<file path="src/rtl/pipe_ctrl_pkg.sv">
// rtl/pipe_ctrl_pkg.sv - shared types and constants for the pipeline control slice
//
// Purpose: hazard sequencer state encoding, the per-stage control bundle width
// and the NOP/bubble values that the IF/ID, ID/EX, EX/MEM and MEM/WB stage
// registers load when flushed or bubbled.
// Ports: none (package).
package pipe_ctrl_pkg;

  typedef enum logic [1:0] {
    RUN      = 2'd0,
    MEM_WAIT = 2'd1,
    ERROR    = 2'd2
  } state_t;

  localparam int CTRL_W = 24;

  // A bubble is an all-zero control bundle: no register write, no memory access.
  localparam logic [CTRL_W-1:0] CTRL_BUBBLE = '0;

  // sll $0,$0,0 encodes as all zeros, so a flushed IF/ID holds a real NOP.
  localparam logic [31:0] INSTR_NOP = 32'h0000_0000;

  localparam logic [4:0] REG_ZERO = 5'd0;

endpackage

</file>
<file path="src/rtl/hazard_detect.sv">
// rtl/hazard_detect.sv - combinational load-use hazard detector
//
// Purpose: flags an ID instruction that needs the result of a load still in EX.
// Ports:
//   id_rs, id_rt  source register fields of the instruction in ID
//   id_uses_rt    ID instruction actually reads rt
//   ex_mem_read   instruction in EX is a load
//   ex_rd         destination of the instruction in EX
//   load_use      hazard present this cycle
module hazard_detect
  import pipe_ctrl_pkg::*;
(
  input  logic [4:0] id_rs,
  input  logic [4:0] id_rt,
  input  logic       id_uses_rt,
  input  logic       ex_mem_read,
  input  logic [4:0] ex_rd,
  output logic       load_use
);

  // $0 is hardwired, so a load targeting it never produces a dependency.
  always_comb begin
    load_use = ex_mem_read && (ex_rd != REG_ZERO) &&
               ((ex_rd == id_rs) || (id_uses_rt && (ex_rd == id_rt)));
  end

endmodule

</file>
<file path="src/rtl/pipeline_hazard_ctrl.sv">
// rtl/pipeline_hazard_ctrl.sv - stall/flush sequencer for the 5-stage pipeline
//
// Purpose: drives write enables and bubble/flush controls of PC, IF/ID, ID/EX,
// EX/MEM and MEM/WB from load-use hazards, taken branches and a multi-cycle
// data memory; includes a memory-timeout watchdog and a stall-cycle counter.
// Ports:
//   clk, reset          clock, synchronous active-high reset
//   id_rs/id_rt/id_uses_rt, ex_mem_read/ex_rd   load-use detection inputs
//   branch_taken        branch resolved taken in EX
//   mem_req, mem_ready  data memory request / completion
//   pc_we, if_id_we, if_id_flush, id_ex_we, id_ex_bubble, ex_mem_we,
//   mem_wb_bubble       combinational pipeline controls
//   mem_err             sticky timeout flag (registered)
//   stall_cycles        saturating count of cycles with pc_we low (registered)
module pipeline_hazard_ctrl
  import pipe_ctrl_pkg::*;
#(
  parameter int CTRL_W      = pipe_ctrl_pkg::CTRL_W,
  parameter int MEM_TIMEOUT = 64,
  parameter int CNT_W       = 32
) (
  input  logic             clk,
  input  logic             reset,
  input  logic [4:0]       id_rs,
  input  logic [4:0]       id_rt,
  input  logic             id_uses_rt,
  input  logic             ex_mem_read,
  input  logic [4:0]       ex_rd,
  input  logic             branch_taken,
  input  logic             mem_req,
  input  logic             mem_ready,
  output logic             pc_we,
  output logic             if_id_we,
  output logic             if_id_flush,
  output logic             id_ex_we,
  output logic             id_ex_bubble,
  output logic             ex_mem_we,
  output logic             mem_wb_bubble,
  output logic             mem_err,
  output logic [CNT_W-1:0] stall_cycles
);

  // The stage registers size their bubble from the package, so an override
  // that disagrees with it would silently truncate or pad the bundle.
  if ((MEM_TIMEOUT < 1) || (MEM_TIMEOUT > 255) || (CTRL_W != pipe_ctrl_pkg::CTRL_W)) begin : g_param_check
    $error("pipeline_hazard_ctrl: illegal MEM_TIMEOUT or CTRL_W");
  end

  localparam logic [7:0] TIMEOUT = 8'(MEM_TIMEOUT);

  state_t     state, state_nxt;
  logic [7:0] wcnt, wcnt_nxt;
  logic       load_use;
  logic       mem_stall;

  hazard_detect u_hazard_detect (
    .id_rs       (id_rs),
    .id_rt       (id_rt),
    .id_uses_rt  (id_uses_rt),
    .ex_mem_read (ex_mem_read),
    .ex_rd       (ex_rd),
    .load_use    (load_use)
  );

  always_ff @(posedge clk) begin
    if (reset) begin
      state        <= RUN;
      wcnt         <= '0;
      mem_err      <= 1'b0;
      stall_cycles <= '0;
    end else begin
      state <= state_nxt;
      wcnt  <= wcnt_nxt;
      if (state_nxt == ERROR) begin
        mem_err <= 1'b1;
      end
      if (!pc_we && (stall_cycles != '1)) begin
        stall_cycles <= stall_cycles + CNT_W'(1);
      end
    end
  end

  always_comb begin
    state_nxt     = state;
    wcnt_nxt      = wcnt;
    pc_we         = 1'b1;
    if_id_we      = 1'b1;
    if_id_flush   = 1'b0;
    id_ex_we      = 1'b1;
    id_ex_bubble  = 1'b0;
    ex_mem_we     = 1'b1;
    mem_wb_bubble = 1'b0;

    // The MEM_WAIT cycle that sees mem_ready falls through to the RUN rules.
    mem_stall = ((state == RUN) && mem_req && !mem_ready) ||
                ((state == MEM_WAIT) && !mem_ready);

    // During reset the defaults stand so the stage registers reset themselves.
    if (!reset) begin
      if ((state == ERROR) || mem_stall) begin
        pc_we         = 1'b0;
        if_id_we      = 1'b0;
        id_ex_we      = 1'b0;
        ex_mem_we     = 1'b0;
        mem_wb_bubble = 1'b1;
      end else if (branch_taken) begin
        // ID is squashed anyway, so a coincident load-use is irrelevant.
        if_id_flush  = 1'b1;
        id_ex_bubble = 1'b1;
      end else if (load_use) begin
        pc_we        = 1'b0;
        if_id_we     = 1'b0;
        id_ex_bubble = 1'b1;
      end
    end

    case (state)
      RUN: begin
        if (mem_stall) begin
          state_nxt = MEM_WAIT;
          wcnt_nxt  = 8'd1;
        end
      end
      MEM_WAIT: begin
        if (mem_ready) begin
          state_nxt = RUN;
          wcnt_nxt  = '0;
        end else if (wcnt == TIMEOUT) begin
          state_nxt = ERROR;
        end else begin
          wcnt_nxt = wcnt + 8'd1;
        end
      end
      ERROR: begin
        state_nxt = ERROR;
      end
      default: begin
        state_nxt = RUN;
        wcnt_nxt  = '0;
      end
    endcase
  end

endmodule

</file>
<file path="config.mk">
export PLATFORM = sky130hd
export DESIGN_NAME = pipeline_hazard_ctrl
export DESIGN_NICKNAME = d
export VERILOG_FILES = /design/src/rtl/pipe_ctrl_pkg.sv /design/src/rtl/hazard_detect.sv /design/src/rtl/pipeline_hazard_ctrl.sv
export SDC_FILE = /design/constraint.sdc
export NUM_CORES = 1
export LEC_CHECK = 0
export ABC_CLOCK_PERIOD_IN_PS = 5400
export CORE_ASPECT_RATIO = 1.75
export CORE_UTILIZATION = 40
export DETAILED_ROUTE_END_ITERATION = 12
export PLACE_DENSITY = 0.69
export SLEW_MARGIN = 10
export SYNTH_ARGS = -nofsm -noshare
export SYNTH_HDL_FRONTEND = slang
export SYNTH_SLANG_ARGS = --single-unit
</file>
<file path="constraint.sdc">
create_clock -name clk -period 5.4 [get_ports clk]
set_input_delay 0.81 -clock clk [delete_from_list [all_inputs] [get_ports clk]]
set_output_delay 0.81 -clock clk [all_outputs]
set_load 0.02 [all_outputs]
</file>
[Word-level counts from Yosys, hierarchy flattened]
Cells that the tools add are included.
Widths: inputs -> output; s select.
Storage, ports and cells
  logic and storage cells: 54
  input port bits: 22
  output and inout port bits: 40
  register bits: 43
Operators by class
  mux-type cells: 23
  bitwise operators: 1
  reduce and logical (&&, ||, !) cells: 15
  equal/unequal tests: 9
  add/sub/neg operators: 2
Operators with widths (count)
  $add 32x1->32 const B: 1
  $ne 32x32->1 const B: 1
  $mux 8: 3
  $pmux 8 s3: 1
  $mux 1: 15
  $eq 5x5->1: 2
  $add 8x1->8 const B: 1
  $eq 8x7->1 const B: 1
  $logic_and 1x1->1: 7
  $mux 2: 3
  $pmux 2 s3: 1
  $reduce_bool 5->1: 1
  $eq 2x2->1 const B: 2
  $logic_or 1x1->1: 3
  $ne 3x3->1 const B: 1
  $reduce_and 3->1: 1
  $eq 2x1->1 const B: 1
  $logic_not 1->1: 2
  $logic_not 2->1: 1
  $ne 2x2->1 const B: 1
  $not 1->1: 1

[Logic depth before layout (Yosys ltp)]
  depth in word-level cells: 10
  gate-level depth with buffers: 9
  depth with buffers taken out: 8

[Modules after synthesis]
From an unflattened synthesis, not the netlist that was laid out.
Second synthesis, totals
  cell total of the unflattened synthesis: 291
  area total of the unflattened synthesis: 2389.8 um^2
Modules (own cells, without submodules)
  pipeline_hazard_ctrl: area each 2257.2 um^2, cells an instance 274, times used 1, seq. area each 860.8 um^2
  hazard_detect: area each 132.6 um^2, cells an instance 17, times used 1, seq. area each 0.0 um^2

[Worst setup path after synthesis]
Ideal clock, no wire load.
  kind: input-to-output
  start point: in reset
  end point: out pc_we
  path buffers: 4
  cell stages on the path: 8
  path slack: 2.183 ns
  arrival: 2.407 ns
  data required time: 4.590 ns
  cells stage by stage: clkbuf_1 > inv_1 > nand2_1 > o41ai_4 > inv_2 > buf_2 > buf_2 > buf_4
Between the ends
  longest elaborated chain between the ends: 1
Ends and longest elaborated chain
  start, declared: line pipeline_hazard_ctrl.sv:23  | input logic reset,
  $mux 1
  end, declared: line pipeline_hazard_ctrl.sv:32  | output logic pc_we,
No other way between the ends.

[Final worst setup path]
  start point: in ex_rd[0]
  end point: out pc_we
Between the ends
  longest elaborated chain between the ends: 8
  elaborated cells on any way between the ends: 11
  classes of those cells: 2 x eq/ne; 4 x mux; 5 x reduce/logical
Ends and longest elaborated chain
  start, declared: line pipeline_hazard_ctrl.sv:28  | input logic [4:0] ex_rd,
  $eq 5x5->1: line hazard_detect.sv:24  | ((ex_rd == id_rs) || (id_uses_rt && (ex_rd == id_rt)));
  $logic_and 1x1->1: line hazard_detect.sv:24
  $logic_or 1x1->1: line hazard_detect.sv:24
  $logic_and 1x1->1 *: line hazard_detect.sv:23  | load_use = ex_mem_read && (ex_rd != REG_ZERO) &&
  $mux 1 *: line pipeline_hazard_ctrl.sv:110  | end else if (load_use) begin
  $mux 1 *: line pipeline_hazard_ctrl.sv:106  | end else if (branch_taken) begin
  $mux 1 *: line pipeline_hazard_ctrl.sv:100  | if ((state == ERROR) || mem_stall) begin
  $mux 1 *: line pipeline_hazard_ctrl.sv:99  | if (!reset) begin
Mark *: on every way between the ends. The rest lies on a longest branch, timed or not.

==> results summary <==
For this run, the number of standard cells in the final layout without fillers is 410. The CTS buffer count is 5. The final critical-path share of the clock period came out at between 80% and 90%. The area growth from synthesis to layout is 29.5%. The worst path setup slack after routing is ~0.97 ns. The worst-case clock buffer depth came out at 2. The clock tree root buffer cell is clkbuf_8. The final number of hold-violating endpoints is 0. The final global-route overflow total is 0. Setup repair after global routing left no endpoint under its margin. The post-synthesis instance area came out at about 0.0024 sq mm.

The path category of the worst min-delay check is reg2reg. The worst setup path is of the in2out kind. The synthesized area per cell is approximately 8.4 sq um. The DRC marker count from the first detailed-route iteration came out at between 100 and 150.

For this block, the via count after detailed routing is around 2300. The final critical delay including setup and external delays came out at roughly 4.4 ns. Headroom to the max-slew limit came out at 44.3%.

The number of cells upsized or downsized after cts is 0. The buffer count from post-CTS setup fixing is 0. The total I/O pin count is 62. The routability congestion estimate is slightly below 0.8. The number of global-route vias before repair was approximately 2200.

Entering global routing, the biggest net connects 61 pins. The post-detailed-placement cell area is 0.00299 sq mm. The number of hold-repair buffers added at the cts stage is 0. The share of final-layout standard cells stronger than drive strength 1 came out at 3.89%.

The detail-routed via count per cell is 5.71. The largest clock skew in the final design is about 0.0056 ns. In the routed design, unresolved DRC markers number 0.

The total area inside the core boundary comes to about 0.0056 sq mm. The insertion delay to the later sink of the worst-skew pair came out at 0.30 ns. In this run the worst setup path begins at ex_rd[0]. Leaving out fill and tap cells, the most frequent cells in the layout are clkdlybuf4s50_1, dfxtp_1, a21oi_1.

After clock tree synthesis, the clock-pin slew on the worst setup and hold paths is approximately 0.09 ns. The worst hold slack is roughly 0.45 ns. The first detailed-routing pass ran for 4 iterations. The pre-CTS worst setup slack is between 0.9 and 1 ns. The number of cells produced by synthesis is 284.

The transition time at the pin with the least slew margin is approximately 0.83 ns. The final number of setup-violating endpoints came out at 0. The startpoint of the lowest-slack register-to-register path is stall_cycles[13]. Data arrives at the worst endpoint at around 3.6 ns. Once the floorplan was initialized, standard cells occupied 42.3% of the core. Among all flip-flop cells after synthesis, the most frequent one is dfxtp_1. Based on the critical path, the design can be clocked at up to ~230 MHz. The number of register bits inferred by synthesis came out at 43. Global routing consumed, over all layers together, approximately a fifth of the routing resources. The Yosys step of the flow raised 0 warnings.

The number of cell rows is 36. When the netlist entered floorplanning its net count stood at around 310. The count of nets after finishing is 358.

The count of different cell masters after synthesis came out at 40. STA classifies the critical path startpoint as an input pin. The number of levels in the clock H-tree came out at 2. The post-route total power is between 500 and 600 uW. The number of diodes came out at 0. The sequential-to-total area share from yosys stat came out at a little over a third. The setup total negative slack came out at 0 ns. The number of slew-limit violations in the final report is 0. The portion of synthesized cell area occupied by the leading cell type came out at between 30% and 40%.

The number of maximum-capacitance constraint violations is 0. The count of antenna-violating nets left after detailed routing is 0. The largest area contributor in the netlist is dfxtp_1. The vertical die dimension came out at ~100 um. The power per standard cell area came out at 194 mW/mm^2. The kind of end point of the critical path is a primary output. The data required time at the worst endpoint is between 4 and 5 ns.

The count of flip-flops with a built-in enable after synthesis came out at 0. Including well taps, the total number of placed cells is around 400. The flow ran to the end, and the final reports show no timing, DRC or antenna violations. The tree built by TritonCTS fans out to 43 sinks.

The number of antenna violations at the first check in global routing came out at 0. The worst hold path begins at mem_err. Input and output buffers added on the ports amount to 61. With fillers left out, the area of the finished cells amounts to between 0.003 and 0.004 sq mm. The total half-perimeter wirelength after legalization and detailed placement is ~4.3 mm. The fraction of synthesis flops using an asynchronous set or reset pin is 0%. TritonCTS built the clock tree. The worst-case vdd ir drop came out at around 0.15 mV. The die covers about 0.0063 sq mm.

The global-route wire length before repair came out at between 10 and 15 mm. The average detailed-routed wire length per instance came out at approximately 14 um. The die extent in x is between 60 and 70 um.

The total wire length after detailed routing came out at approximately 6 mm. Ranked by total cell area, the synthesized netlist is headed by dfxtp_1, or4_1, o31ai_1. In this run the worst path has a maximum fanout of 60. The static power due to leakage is 1.01 nW. The final cell utilization of the core came out at between 50% and 60%.

The most common library cell in the layout ignoring fill and taps is clkdlybuf4s50_1.
==> routing by layer <==
metal  up-vias  track usage (%)  share of wire [%]  wire length [um]
met4         0             7.48                2.3               134
met5         -                0                  0                 0
met1      1110             23.0                 40              2370
met3        13             3.86                2.8               165
met2        39             35.7                 55              3250
li1       1179                -                  -                 -
==> registers in the layout, indices dropped and copies added (netlist names) <==
| name | cells |
|---|---|
| state | 2 |
| wcnt | 8 |
| mem_err | 1 |
| stall_cycles | 32 |
==> worst paths after layout <==
kind	endpoint	slack (ns)	cells past startpoint
setup / recovery	pc_we	0.97	6
hold / removal	mem_err	0.45	2
setup reg to reg	stall_cycles[13]	2.67	7
hold reg to reg	mem_err	0.45	2
==> critical path: stages <==
cell	delay [ns]
clkdlybuf4s50_1	0.46
or4_1	0.55
o21ai_1	0.28
o41ai_4	0.12
inv_2	0.63
clkdlybuf4s50_1	0.74
==> report_power, final <==
group / total (mW) / switching [mW] / leakage (nW) / internal [mW]
Clock: 0.214 / 0.121 / 0.0408 / 0.0926
Sequential: 0.322 / 0.00285 / 0.347 / 0.319
Combinational: 0.0624 / 0.0334 / 0.619 / 0.0290
==> cell type report <==
class / instances / area, sq um
clock buffer: 5 / 68.8
clock inverter: 3 / 23.8
fill: 557 / 2540
inverter: 6 / 22.5
multi-input combinational: 214 / 1390
sequential: 43 / 861
tap: 76 / 95.1
timing repair buffer: 63 / 626
==> cell usage after synthesis, types with 2 or more instances <==
cell type / number
o31ai_1: 23
nor2b_1: 3
buf_4: 2
nand3_1: 21
o41ai_1: 2
mux2_1: 2
clkbuf_1: 8
nand2b_1: 2
buf_1: 2
inv_1: 5
nand2_1: 17
and2_1: 4
nand4_1: 12
nor4_1: 2
dfxtp_1: 43
ha_1: 3
buf_6: 2
nor2_1: 16
nand4b_1: 3
xnor2_1: 2
and4_1: 6
a21oi_1: 29
and3_1: 7
o311ai_1: 3
or4_1: 25
buf_2: 7
xor2_1: 14
o21ai_1: 5
or3_1: 3
==> kinds of logic (layout without fill, tap and decap cells) <==
family / count (synthesis) / count (layout) / share of synthesized area [%]
AND/OR/NAND/NOR: 125 / 125 / 30.9
AO/OA/AOI/OAI: 67 / 67 / 18.6
XOR/XNOR: 16 / 16 / 5.88
buffers and inverters: 27 / 77 / 5.57
multiplexers: 3 / 3 / 1.37
adder cells (fa/ha/maj): 3 / 3 / 1.58
flip-flops: 43 / 43 / 36.1
No activity file was read; power rests on OpenSTA's default activity.
